--- config.mk ---
export PLATFORM = sky130hd
export DESIGN_NAME = tdc_hw_reader
export DESIGN_NICKNAME = d
export VERILOG_FILES = /design/src/rtl/tdc_hw_reader.sv
export SDC_FILE = /design/constraint.sdc
export NUM_CORES = 1
export LEC_CHECK = 0
export CORE_AREA = 4 4 75 77
export DETAILED_ROUTE_END_ITERATION = 10
export DIE_AREA = 0 0 79 81
export PLACE_DENSITY = 0.7
export SETUP_SLACK_MARGIN = 0.3
export SLEW_MARGIN = 20
export SYNTH_ARGS = -nofsm -noshare
export SYNTH_HDL_FRONTEND = slang
export SYNTH_SLANG_ARGS = --single-unit
--- constraint.sdc ---
create_clock -name clk_capture -period 2.9 [get_ports clk_capture]
set_input_delay 0.725 -clock clk_capture [delete_from_list [all_inputs] [get_ports clk_capture]]
set_output_delay 0.725 -clock clk_capture [all_outputs]
set_load 0.02 [all_outputs]
--- src/rtl/tdc_hw_reader.sv ---
// TDC consumer: launches 2^N_AVG_LOG2 pulse-generator edges, accumulates the pop-count
// results and offers sum/mean/min/max on a valid/ready port. Min/max tracking is built
// only when TDC_READER_MINMAX_EN is defined; otherwise res_min/res_max read 0.
module tdc_hw_reader #(
    parameter int HW_W       = 7,
    parameter int N_AVG_LOG2 = 4,
    parameter int LAT        = 3
) (
    input  logic                       clk_capture,
    input  logic                       rst,
    input  logic                       en,
    input  logic                       start,
    input  logic [HW_W-1:0]            hw,
    output logic                       pg_tog,
    output logic                       busy,
    output logic                       res_valid,
    input  logic                       res_ready,
    output logic [HW_W+N_AVG_LOG2-1:0] res_sum,
    output logic [HW_W-1:0]            res_mean,
    output logic [HW_W-1:0]            res_min,
    output logic [HW_W-1:0]            res_max,
    output logic [2:0]                 fsm_state
);
    localparam int SUM_W = HW_W + N_AVG_LOG2;
    localparam int CNT_W = N_AVG_LOG2 + 1;
    localparam logic [CNT_W-1:0] LAST_CNT = CNT_W'((1 << N_AVG_LOG2) - 1);

    typedef enum logic [2:0] {
        S_IDLE   = 3'd0,
        S_TRIG   = 3'd1,
        S_WAIT   = 3'd2,
        S_SAMPLE = 3'd3,
        S_DONE   = 3'd4
    } state_t;

    state_t           state;
    logic             pg_r;
    logic [3:0]       wait_cnt;
    logic [CNT_W-1:0] sample_cnt;
    logic [SUM_W-1:0] acc;
    logic [SUM_W-1:0] sum_next;
    logic             last_sample;

    assign sum_next    = acc + SUM_W'(hw);
    assign last_sample = (sample_cnt == LAST_CNT);

    // Result handshake: res_valid holds with stable data until res_valid && res_ready
    // are both high at a clock edge; the FSM then returns to IDLE.
    assign pg_tog    = pg_r & en;
    assign busy      = (state != S_IDLE);
    assign res_valid = (state == S_DONE);
    assign fsm_state = state;

    always_ff @(posedge clk_capture) begin
        if (rst) begin
            state      <= S_IDLE;
            pg_r       <= 1'b0;
            wait_cnt   <= '0;
            sample_cnt <= '0;
            acc        <= '0;
            res_sum    <= '0;
            res_mean   <= '0;
        end else if (en) begin
            pg_r <= 1'b0;
            unique case (state)
                S_IDLE: begin
                    if (start) begin
                        state      <= S_TRIG;
                        pg_r       <= 1'b1;
                        acc        <= '0;
                        sample_cnt <= '0;
                    end
                end
                S_TRIG: begin
                    wait_cnt <= 4'(LAT - 1);
                    state    <= S_WAIT;
                end
                S_WAIT: begin
                    if (wait_cnt == 4'd0) state <= S_SAMPLE;
                    else                  wait_cnt <= wait_cnt - 4'd1;
                end
                S_SAMPLE: begin
                    acc        <= sum_next;
                    sample_cnt <= sample_cnt + 1'b1;
                    if (last_sample) begin
                        state    <= S_DONE;
                        res_sum  <= sum_next;
                        res_mean <= sum_next[SUM_W-1:N_AVG_LOG2];
                    end else begin
                        state <= S_TRIG;
                        pg_r  <= 1'b1;
                    end
                end
                S_DONE: begin
                    if (res_ready) state <= S_IDLE;
                end
                default: state <= S_IDLE;
            endcase
        end
    end

`ifdef TDC_READER_MINMAX_EN
    logic [HW_W-1:0] min_r;
    logic [HW_W-1:0] max_r;
    logic [HW_W-1:0] min_next;
    logic [HW_W-1:0] max_next;

    assign min_next = (hw < min_r) ? hw : min_r;
    assign max_next = (hw > max_r) ? hw : max_r;

    always_ff @(posedge clk_capture) begin
        if (rst) begin
            min_r   <= '0;
            max_r   <= '0;
            res_min <= '0;
            res_max <= '0;
        end else if (en) begin
            if (state == S_IDLE && start) begin
                min_r <= '1;
                max_r <= '0;
            end else if (state == S_SAMPLE) begin
                min_r <= min_next;
                max_r <= max_next;
                if (last_sample) begin
                    res_min <= min_next;
                    res_max <= max_next;
                end
            end
        end
    end
`else
    assign res_min = '0;
    assign res_max = '0;
`endif

endmodule

After elaboration in Yosys (flattened, before gate mapping)

Index checks and enable logic that the tools add are counted.

Output and inout port bits: 38
Logic and storage cells: 43
Flip-flop bits (word level): 42

Add/subtract/negate cells: 3
Equal/unequal tests: 9
Bitwise logic cells: 1
Multiplexer cells: 14
Reduce and logical (&&, ||, !) cells: 9

Operator list:

| operator                                              | number |
|---|---|
| one-hot mux 11 bit (2 select lines)                   | 1 |
| one-hot mux 3 bit (5 select lines)                    | 1 |
| two-way mux 3 bit                                     | 4 |
| adder 11 x 7 -> 11 bit                                | 1 |
| two-way mux 11 bit                                    | 1 |
| one-hot mux 5 bit (2 select lines)                    | 1 |
| AND reduction 3 bit                                   | 3 |
| one-hot mux 4 bit (2 select lines)                    | 1 |
| equality test 3 x 2 -> 1 bit, second input constant   | 2 |
| inequality test 2 bit, second input constant          | 3 |
| adder 5 x 1 -> 5 bit, second input constant           | 1 |
| equality test 5 x 4 -> 1 bit, second input constant   | 1 |
| two-way mux 5 bit                                     | 1 |
| zero test 4 bit                                       | 1 |
| two-way mux 4 bit                                     | 1 |
| AND reduction 4 bit                                   | 1 |
| nonzero test 2 bit                                    | 2 |
| subtractor 4 x 1 -> 4 bit, second input constant      | 1 |
| equality test 3 x 1 -> 1 bit, second input constant   | 1 |
| equality test 3 bit, second input constant            | 1 |
| zero test 3 bit                                       | 1 |
| nonzero test 3 bit                                    | 1 |
| two-way mux 1 bit                                     | 2 |
| inequality test 2 x 1 -> 1 bit, second input constant | 1 |
| other kinds (2)                                       | 2 |

Longest topological paths before layout

Gate-level depths: netlist of run 1.

Depth after elaboration: 3
Mapped depth: 7
Depth with buffers taken out: 7

Least setup slack after synthesis of run 1

OpenSTA, ideal clock, no wires.

Path type: input-to-reg
Start: input hw[0]
End: register res_sum[8]
Slack: 0.608 ns
Stages: 6
Setup time: 0.088 ns
Path buffers: 0
Arrival time: 2.204 ns
Cells stage by stage: ha_1 -> fa_1 -> a211oi_1 -> o21a_4 -> o21ai_0 -> a311oi_2

Word-level cells in the longest chain between the ends: 1

Ends and longest elaborated chain:

| item                   | RTL line | RTL |
|---|---|---|
| start, declared        | 13       | `input logic [HW_W-1:0] hw,` |
| adder 11 x 7 -> 11 bit | 44       | `assign sum_next = acc + SUM_W'(hw);` |
| end signal, assigned   | 87       | `res_sum <= sum_next;` |
| end, declared          | 18       | `output logic [HW_W+N_AVG_LOG2-1:0] res_sum,` |

No other way between the ends.
A chain may end at the register's enable or synchronous reset.

Worst setup path after layout of run 1

Same ends and word-level chain as after synthesis.

==> results of run 1 <==
[logic make-up after synthesis]
kind of cell | share of synthesized area (%)
other cells | 0.179
flops | 33.4
fa+ha+maj | 7.52
mux | 2.99
compound gates | 23.8
xor+xnor | 2.93
simple gates | 18.1
buf+inv | 11.0
[per-layer routing]
metal / global-route usage (%) / up-vias / wire [um]
li1: - / 911 / -
met4: 6.36 / 0 / 80
met5: 0 / - / 0
met1: 18.6 / 808 / 2140
met2: 24.2 / 51 / 2070
met3: 3.66 / 6 / 303
[critical path, cell delays in order]
cell and delay [ns]:
sky130_fd_sc_hd__clkdlybuf4s50_1 0.40, sky130_fd_sc_hd__ha_1 0.24, sky130_fd_sc_hd__fa_1 0.40, sky130_fd_sc_hd__a211oi_1 0.22, sky130_fd_sc_hd__buf_4 0.15, sky130_fd_sc_hd__o21a_4 0.14
sky130_fd_sc_hd__o21ai_0 0.11, sky130_fd_sc_hd__a311oi_2 0.26
[how the worst max path moves through the flow]
stage | endpoint | depth (start not counted)
6_report | res_sum[8] | 8
5_1_grt | res_sum[8] | 8
4_1_cts | res_sum[8] | 8
3_5_place_dp | res_sum[8] | 8
3_3_place_gp | res_sum[8] | 8
2_1_floorplan | res_sum[8] | 6
[final cells by class]
cell class | count | share of cell area, %
Clock buffer | 8 | 3.95
Timing Repair Buffer | 42 | 15.8
Inverter | 9 | 1.33
Multi-Input combinational cell | 183 | 47.8
Sequential cell | 35 | 27.6
Tap cell | 70 | 3.45
[synth_stat cells (2+ instances only)]
cell type	number
sky130_fd_sc_hd__dfxtp_1	35
sky130_fd_sc_hd__buf_4	22
sky130_fd_sc_hd__a21oi_1	18
sky130_fd_sc_hd__nor2_1	17
sky130_fd_sc_hd__ha_1	11
sky130_fd_sc_hd__nand3_1	11
sky130_fd_sc_hd__nand2_1	10
sky130_fd_sc_hd__o21ai_1	10
sky130_fd_sc_hd__o21ai_0	9
sky130_fd_sc_hd__inv_1	7
sky130_fd_sc_hd__a31oi_1	6
sky130_fd_sc_hd__a22oi_1	5
sky130_fd_sc_hd__and2_1	5
sky130_fd_sc_hd__buf_2	5
sky130_fd_sc_hd__nor3_1	5
sky130_fd_sc_hd__mux2i_1	4
sky130_fd_sc_hd__nor3b_1	4
sky130_fd_sc_hd__o211ai_1	4
sky130_fd_sc_hd__o2bb2ai_1	4
sky130_fd_sc_hd__or3_1	4
sky130_fd_sc_hd__xor2_1	4
sky130_fd_sc_hd__a211oi_1	3
sky130_fd_sc_hd__a21o_1	3
sky130_fd_sc_hd__nand2b_1	3
sky130_fd_sc_hd__xnor2_1	3
sky130_fd_sc_hd__a311oi_1	2
sky130_fd_sc_hd__a311oi_2	2
sky130_fd_sc_hd__clkbuf_1	2
sky130_fd_sc_hd__inv_2	2
sky130_fd_sc_hd__mux2_2	2
sky130_fd_sc_hd__nor3b_2	2
sky130_fd_sc_hd__o31ai_1	2
sky130_fd_sc_hd__or3b_1	2
[where the power goes]
group / switching (mW) / internal [mW]
Sequential: 0.0121 / 0.488
Combinational: 0.0857 / 0.0592
Clock: 0.177 / 0.217
[registers in the layout, summed over array words and instances (netlist names)]
register,flops
sample_cnt,5
wait_cnt,4
res_sum,11
acc,11
pg_r,1
fsm_state,3
==> run summary, run 1 <==
Result of the run: completed
Post-route standard cell area excluding fillers: 2540 um^2
Worst Slack Setup Final: 0.460 ns
Number of buffers on the longest clock path: 2
NumNets Final: 300
Most frequent cells in the layout: sky130_fd_sc_hd__dfxtp_1 (35), sky130_fd_sc_hd__clkdlybuf4s50_1 (34), sky130_fd_sc_hd__a21oi_1 (18)
Setup_tns: 0 ns
Total Wirelength: 4590 um
Hold Path End: res_sum[1]
Clock slew at reported path FFs: 0.07 ns
Instance count after placement with tap cells included: 339
Most frequent standard cell in the layout excluding fill and tap cells: sky130_fd_sc_hd__dfxtp_1
Max_cap viols: 0
Post-route core utilization: 50.6%
Synthesis warning total: 0
Cell count after synthesis: 243
Number of antenna violations at the first check in global routing: 0
Setup fix buffers added after clock tree synthesis: 0
Number of distinct library cells after synthesis: 48
I/O pins: 50
Final worst path period need: 2.44 ns
Floorplan die width: 79 um
Worst Path Max Fanout: 6
Number of port buffers: 35
Yosys reg bits: 35
Area taken by multi-input logic gates: 1210 um^2
Type of the worst setup path: primary input to flop
Hold Crit Class: flop to flop
Portion of synthesized cell area occupied by the leading cell type: 33.4%
Starting density of the core: 41.8%
Final routed wire length divided by cell count: 13.2 um
Ratio of cells with drive above 1 in the final layout: 10.5%
Root buffer cell: sky130_fd_sc_hd__clkbuf_8
DRT Pass-1 Iters: 4
Power per cell area: 410 nW/um^2
Global routing usage summed across all routing layers: 14.8%
Max Clk Rate: 0.410 GHz
Placed cell areas: 2440 um^2
Pin count of the biggest net entering global routing: 15
Hold path startpoint: res_sum[1]
Total global routing overflow: 0
RSZ-0062 raised after global routing: false
Number of nets still failing antenna checks after routing: 0
Number of vias per cell: 5.12
Count of flip-flops with a built-in enable after synthesis: 0
Number of sinks on the clock net: 35
Worst endpoint required time: 3.11 ns
Setup-failing EPs final: 0
Portion of the post-synthesis area used by sequential elements: 33.4%
Insertion delay to the later sink of the worst-skew pair: 0.29 ns
Die span in y: 81 um
Post-Syn Area per Cell: 8.62 um^2
Async SR Flop Fraction: 0%
Setup skew after layout: 0.00610 ns
CP startpoint kind: primary input
TritonCTS buffer count: 5
Cell types with the largest area share after synthesis: sky130_fd_sc_hd__dfxtp_1 (33%), sky130_fd_sc_hd__buf_4 (7.9%), sky130_fd_sc_hd__ha_1 (6.6%)
Iteration-0 DRC count of the detailed router: 81
Core Area: 5010 um^2
Hold path cells: 2
Die Outline Area: 6400 um^2
Row count: 26
Clock tree from TritonCTS: yes
Yosys top cell by area: sky130_fd_sc_hd__dfxtp_1
Filler Cell Count: 507
Ys flop type: sky130_fd_sc_hd__dfxtp_1
Leakage Power: 0.947 nW
Summed instance area of the synthesized netlist: 2100 um^2
Worst flop-to-flop path startpoint: acc[0]
Worst hold slack after final layout: 0.454 ns
Gpl congestion: 0.816
Quantity of gates resized following cts: 1
RR Endpoint: res_sum[8]
Final hold violation count: 0
Hold-fix buffer count after cts: 0
Wire length of the first global-routing pass: 7530 um
Post-layout power: 1.04 mW
Critical Path Start: hw[0]
Half-perimeter wire length after placement: 3420 um
Number of vias in the routed layout: 1,776
Setup crit end kind: flop
Maximum level of the CTS H-tree: 2
Vias in the first global route: 1,697
Critical Path AT: 2.65 ns
Path depth of the worst reg2reg path: 7
Max Slew Vio Count: 0
Antenna diode count: 0
Setup slack, reg-to-reg: 1.01 ns
Fraction of the cycle the final worst path needs: 84.2%
Cell Count, Final, Fillers Out: 347
Combined flip-flop and latch cell area: 701 um^2
Remaining design rule violation count: 0
Relative area change from synthesis to final layout: 21.0%
Worst slack at placement: 0.157 ns
Peak VDD IR: 285 uV
Power figures use the tool's default switching activity.
==> run 2: changes to the inputs <==
==> constraint.sdc (replaced) <==
create_clock -name clk_capture -period 2.36 [get_ports clk_capture]
set_input_delay 0.59 -clock clk_capture [delete_from_list [all_inputs] [get_ports clk_capture]]
set_output_delay 0.59 -clock clk_capture [all_outputs]
set_load 0.02 [all_outputs]
==> run 2 against run 1 <==
Against the previous run: final cell count grew 5.2%; flip-flop and latch count is the same; clock-buffer cell count shrank 3; utilization grew 5.0 points; sequential power grew 22%; first-iteration DRC count grew 41%; global-route usage grew 0.77 points; clock power grew 40%; combinational power grew 39%.
==> run summary, run 2 (synthesis gave the netlist of run 1 again) <==
Result of the run: completed
Met3 track demand over resource in global routing: 3.99% (+0.33 points)
Fraction of the cycle the final worst path needs: 88.0%
Maximum level of the CTS H-tree: 2 (unchanged)
Hold Path End: res_sum[2]
Pin count of the biggest net entering global routing: 22 (+7)
Number of sinks on the clock net: 35 (unchanged)
Global routing usage summed across all routing layers: 15.6% (+0.77 points)
Power per cell area: 488 nW/um^2 (+19%)
Largest registers: acc x11, res_sum x11, sample_cnt x5
RR Endpoint: acc[6]
Post-route core utilization: 55.6% (+5.0 points)
Hold path cells: 2 (unchanged)
Busiest metal layer after global routing: met2
Setup crit end kind: flop
Number of vias per cell: 5.26 (+2.8%)
Total global routing overflow: 0 (unchanged)
Setup skew after layout: 0.0111 ns (+0.00497 ns)
Path depth of the worst reg2reg path: 7 (unchanged)
Worst hold slack after final layout: 0.457 ns (+0.00306 ns)
Setup slack, reg-to-reg: 0.49 ns (-0.52 ns)
Final routed wire length divided by cell count: 13.8 um (+4.7%)
Wire length of the first global-routing pass: 7870 um (+4.5%)
Final hold violation count: 0 (unchanged)
Vias in the first global route: 1,695 (-0.12%)
Row count: 26 (unchanged)
TritonCTS buffer count: 5 (unchanged)
Gpl congestion: 0.822 (+0.82%)
Insertion delay to the later sink of the worst-skew pair: 0.29 ns (about the same)
Post-layout power: 1.36 mW (+31%)
Hold path startpoint: res_sum[2]
Filler Cell Count: 472 (-6.9%)
Iteration-0 DRC count of the detailed router: 114 (+41%)
Power share of the combinational group: 14.8% (+0.8 points)
Hold Crit Class: flop to flop
Number of antenna violations at the first check in global routing: 0 (unchanged)
I/O pins: 50 (unchanged)
Critical Path Start: hw[0]
Final worst path period need: 2.08 ns
Die Outline Area: 6400 um^2 (unchanged)
Fraction of met2 tracks used by global routing: 24.2% (unchanged)
Global-route track usage on met1: 20.9% (+2.3 points)
Clock tree from TritonCTS: yes
Worst flop-to-flop path startpoint: acc[0]
Core Area: 5010 um^2 (unchanged)
Net switching power figure: 363 uW (+32%)
Max Clk Rate: 0.482 GHz
Root buffer cell: sky130_fd_sc_hd__clkbuf_8
Most frequent standard cell in the layout excluding fill and tap cells: sky130_fd_sc_hd__dfxtp_1
DRT Pass-1 Iters: 4 (unchanged)
Worst Path Max Fanout: 2 (-4)
Antenna diode count: 0 (unchanged)
Floorplan die width: 79 um (unchanged)
Leakage Power: 1.08 nW (+14%)
Clock share of power: 40.3% (+2.4 points)
Number of vias in the routed layout: 1,921 (+8.2%)
Clock slew at reported path FFs: 0.08 ns (about the same)
Worst endpoint required time: 2.53 ns (-0.58 ns)
Remaining design rule violation count: 0 (unchanged)
CP startpoint kind: primary input
Half-perimeter wire length after placement: 3550 um (+3.7%)
Starting density of the core: 41.8% (unchanged)
NumNets Final: 318 (+6.0%)
Setup-failing EPs final: 0 (unchanged)
Ratio of cells with drive above 1 in the final layout: 21.4% (+11 points)
Seq pwr share: 44.9% (-3.3 points)
Total Wirelength: 5050 um (+10%)
Peak VDD IR: 270 uV (-5.4%)
Die span in y: 81 um (unchanged)
Cell Int Power: 999 uW (+31%)
Max Slew Vio Count: 0 (unchanged)
Number of nets still failing antenna checks after routing: 0 (unchanged)
Number of port buffers: 35 (unchanged)
Max_cap viols: 0 (unchanged)
RSZ-0062 raised after global routing: true
Most frequent cells in the layout: sky130_fd_sc_hd__dfxtp_1 (33), sky130_fd_sc_hd__clkdlybuf4s50_1 (25), sky130_fd_sc_hd__buf_4 (25)
Critical Path AT: 2.25 ns (-0.40 ns)
Hold-fix buffer count after cts: 0 (unchanged)
Type of the worst setup path: primary input to flop
Switching portion of total power: 26.6% (+0.22 points)
Number of buffers on the longest clock path: 2 (unchanged)
Relative area change from synthesis to final layout: 33.0%
-- run 2: through the flow --
stage	setup slack, ns	setup TNS, ns	instances	instance area (um^2)
2_1_floorplan	0.314	0	256	2150
3_3_place_gp	-0.184	-1.14	353	2550
3_5_place_dp	-0.198	-1.43	353	2550
4_1_cts	0.233	0	363	2720
5_1_grt	0.244	0	365	2790
6_report	0.284	0	365	2790
-- run 2: worst max-delay path by stage --
stage,endpoint,slack (ns),cells after the start
CTS,pg_tog,0.23,3
global placement,res_sum[6],-0.18,8
finish,acc[6],0.28,8
floorplan,res_sum[8],0.31,6
global route,acc[6],0.24,8
detailed placement,acc[6],-0.20,8
-- run 2: worst max-delay path: stages --
cell and delay [ns]:
sky130_fd_sc_hd__dlygate4sd2_1 0.24, sky130_fd_sc_hd__ha_2 0.18, sky130_fd_sc_hd__fa_2 0.37, sky130_fd_sc_hd__a211oi_4 0.28
sky130_fd_sc_hd__buf_4 0.16, sky130_fd_sc_hd__o21ai_1 0.07, sky130_fd_sc_hd__xnor2_1 0.23, sky130_fd_sc_hd__o2bb2ai_1 0.12
-- run 2: repair_timing --
| action | 4_1_cts | 5_1_grt |
|---|---|---|
| resized for setup | 15 | 14 |
| endpoints found under the setup margin | 18 | 10 |
| setup buffers | 2 | 2 |
| pin swaps | 12 | 11 |
| cloned | 0 | 0 |
-- run 2: cell type report --
class	count	area, um^2	area share (%)
multi-input cells	183	1320	47.3
flip-flops and latches	35	703	25.2
repair buffers	60	533	19.1
well taps	70	87.6	3.14
clock buffers	5	68.8	2.47
clock inverters	3	43.8	1.57
inverters	9	33.8	1.21
-- run 2: per-layer routing --
layer / vias up / share of wire (%)
li1: 946 / -
met2: 60 / 47
met5: - / 0
met3: 12 / 6.0
met4: 0 / 2.1
met1: 903 / 45
-- run 2: power groups by stage --
stage	combinational, mW	clock [mW]	sequential (mW)
floorplan	0.142	0	0.623
global placement	0.191	0	0.625
detailed placement	0.192	0	0.625
CTS	0.194	0.566	0.612
global route	0.221	0.595	0.614
finish	0.201	0.549	0.612
==> edit: new RTL, config.mk and constraints of run 1 <==
One comparison of `sample_cnt` changes from == to >=.
--- a/src/rtl/tdc_hw_reader.sv
+++ b/src/rtl/tdc_hw_reader.sv
@@ -42,7 +42,7 @@
     logic             last_sample;
 
     assign sum_next    = acc + SUM_W'(hw);
-    assign last_sample = (sample_cnt == LAST_CNT);
+    assign last_sample = (sample_cnt >= LAST_CNT);
 
     // Result handshake: res_valid holds with stable data until res_valid && res_ready
     // are both high at a clock edge; the FSM then returns to IDLE.
Check against the original RTL: no difference found for any inputs over 10 cycles, from zero or initial values and one cycle with rst high; that may be too few to reach the edited logic, so the function may still have changed.
==> edit against run 1 <==
Worst hold slack gained 2.0 ps; setup slack lost 61 ps; design area shrank 1.4%; area after synthesis shrank 0.78%; fmax shrank 2.4%; power shrank 1.9%; cell count shrank 0.29%; sequential power shrank 0.8%; clock skew shrank 1.4 ps; routed wire length shrank 6.4%; sequential cell count is the same.
==> edit: results (changes against run 1) <==
[sta]
finalClockSkew_ps = 4.744  ; -1.353 ps
whs_ps = 456.4  ; +1.998 ps
fin_crit_sh_pct = 86.24  ; +2.1 points

[worst_setup_path]
slowest_delay_ps = 470  ; +70 ps
cp_top_family = compound AO/OA/AOI/OAI gates
crit_start = hw[0]
rr_worst_depth = 8  ; +1
endpoint = res_sum[10]
reg2reg_slack_ps = 970  ; -40 ps
crit_arrival_ps = 2720  ; +70 ps
crit_fanout = 3  ; -3
crit_slowest_cell = clkdlybuf4s50_1

[place]
post-place-ws_ps = 44.56  ; -112.2 ps
globalplace.congestion = 0.8180  ; +0.28%
place_area_sq_um = 2386  ; -2.1%
hpwl_microns = 3239  ; -5.4%

[cts]
post_cts_resized = 1  ; unchanged

[finish]
drive_gt1_share_pct = 9.783  ; -0.69 points
fin_cells = 346  ; -0.29%
nets = 298  ; -0.67%

[global_route]
grt_use_met1_pct = 18.47  ; -0.14 points
grt_util_all_layers_pct = 14.54  ; -0.29 points
use_met3_pct = 4.435  ; +0.78 points
grt_pass1_wl_microns = 7307  ; -3.0%
grt_use_met2_pct = 23.40  ; -0.84 points
grt_pass1_vias = 1594  ; -6.1%
grt_max_degree = 18  ; +3

[hold_path]
min_to = pg_r
worstHoldStart = pg_r
hold_depth = 2  ; unchanged

[routing]
wl_met3_microns = 240  ; -21%
drt_first_pass_iters = 5  ; +1
first_iter_violations = 97  ; +20%
wl_microns = 4294  ; -6.4%
drt-met1-wl_microns = 2075  ; -2.9%
wl_met2_microns = 1919  ; -7.1%
vias = 1723  ; -3.0%

[logic_synthesis]
synth.avg_cell_area_sq_um = 8.523  ; -1.2%
synthTopCellsByCount = 35 x dfxtp_1, 30 x nor2_1, 24 x buf_4
synth.area.top_cells = dfxtp_1 34%, buf_4 8.7%, ha_1 6.0%, nor2_1 5.4%, a21oi_1 5.3%
synthDistinctLibCells = 55  ; +15%
synth_seq_area_share_pct = 33.69  ; +0.26 points

[status]
outcome = complete, no violations

[pwr]
ir_worst_vdd_uv = 277.9  ; -2.6%

==> edit: power breakdown <==
group	total (uW)	switching, uW	internal [uW]
registers	496	10.6	486
logic	132	77.7	53.8
clock network	391	175	217
total	1020	263	756
==> edit: final cells by class <==
type / instances / area, sq um
Clock buffer: 8 / 100.1
Tap cell: 70 / 87.58
Inverter: 11 / 41.29
Multi-Input combinational cell: 183 / 1191
Sequential cell: 35 / 701.9
Timing Repair Buffer: 39 / 379.1
Fill cell: 506 / 2509
==> edit: logic make-up (layout without fill, tap and decap cells) <==
family | count (synthesis) | count (layout) | share of synthesized area (%)
XOR/XNOR | 10 | 10 | 4.212
AO/OA/AOI/OAI | 57 | 57 | 17.87
multiplexers | 6 | 6 | 2.948
buffers and inverters | 39 | 58 | 11.73
other | 1 | 14 | 0.1803
flip-flops | 35 | 35 | 33.69
adder cells (fa/ha/maj) | 11 | 11 | 6.980
AND/OR/NAND/NOR | 85 | 85 | 22.38
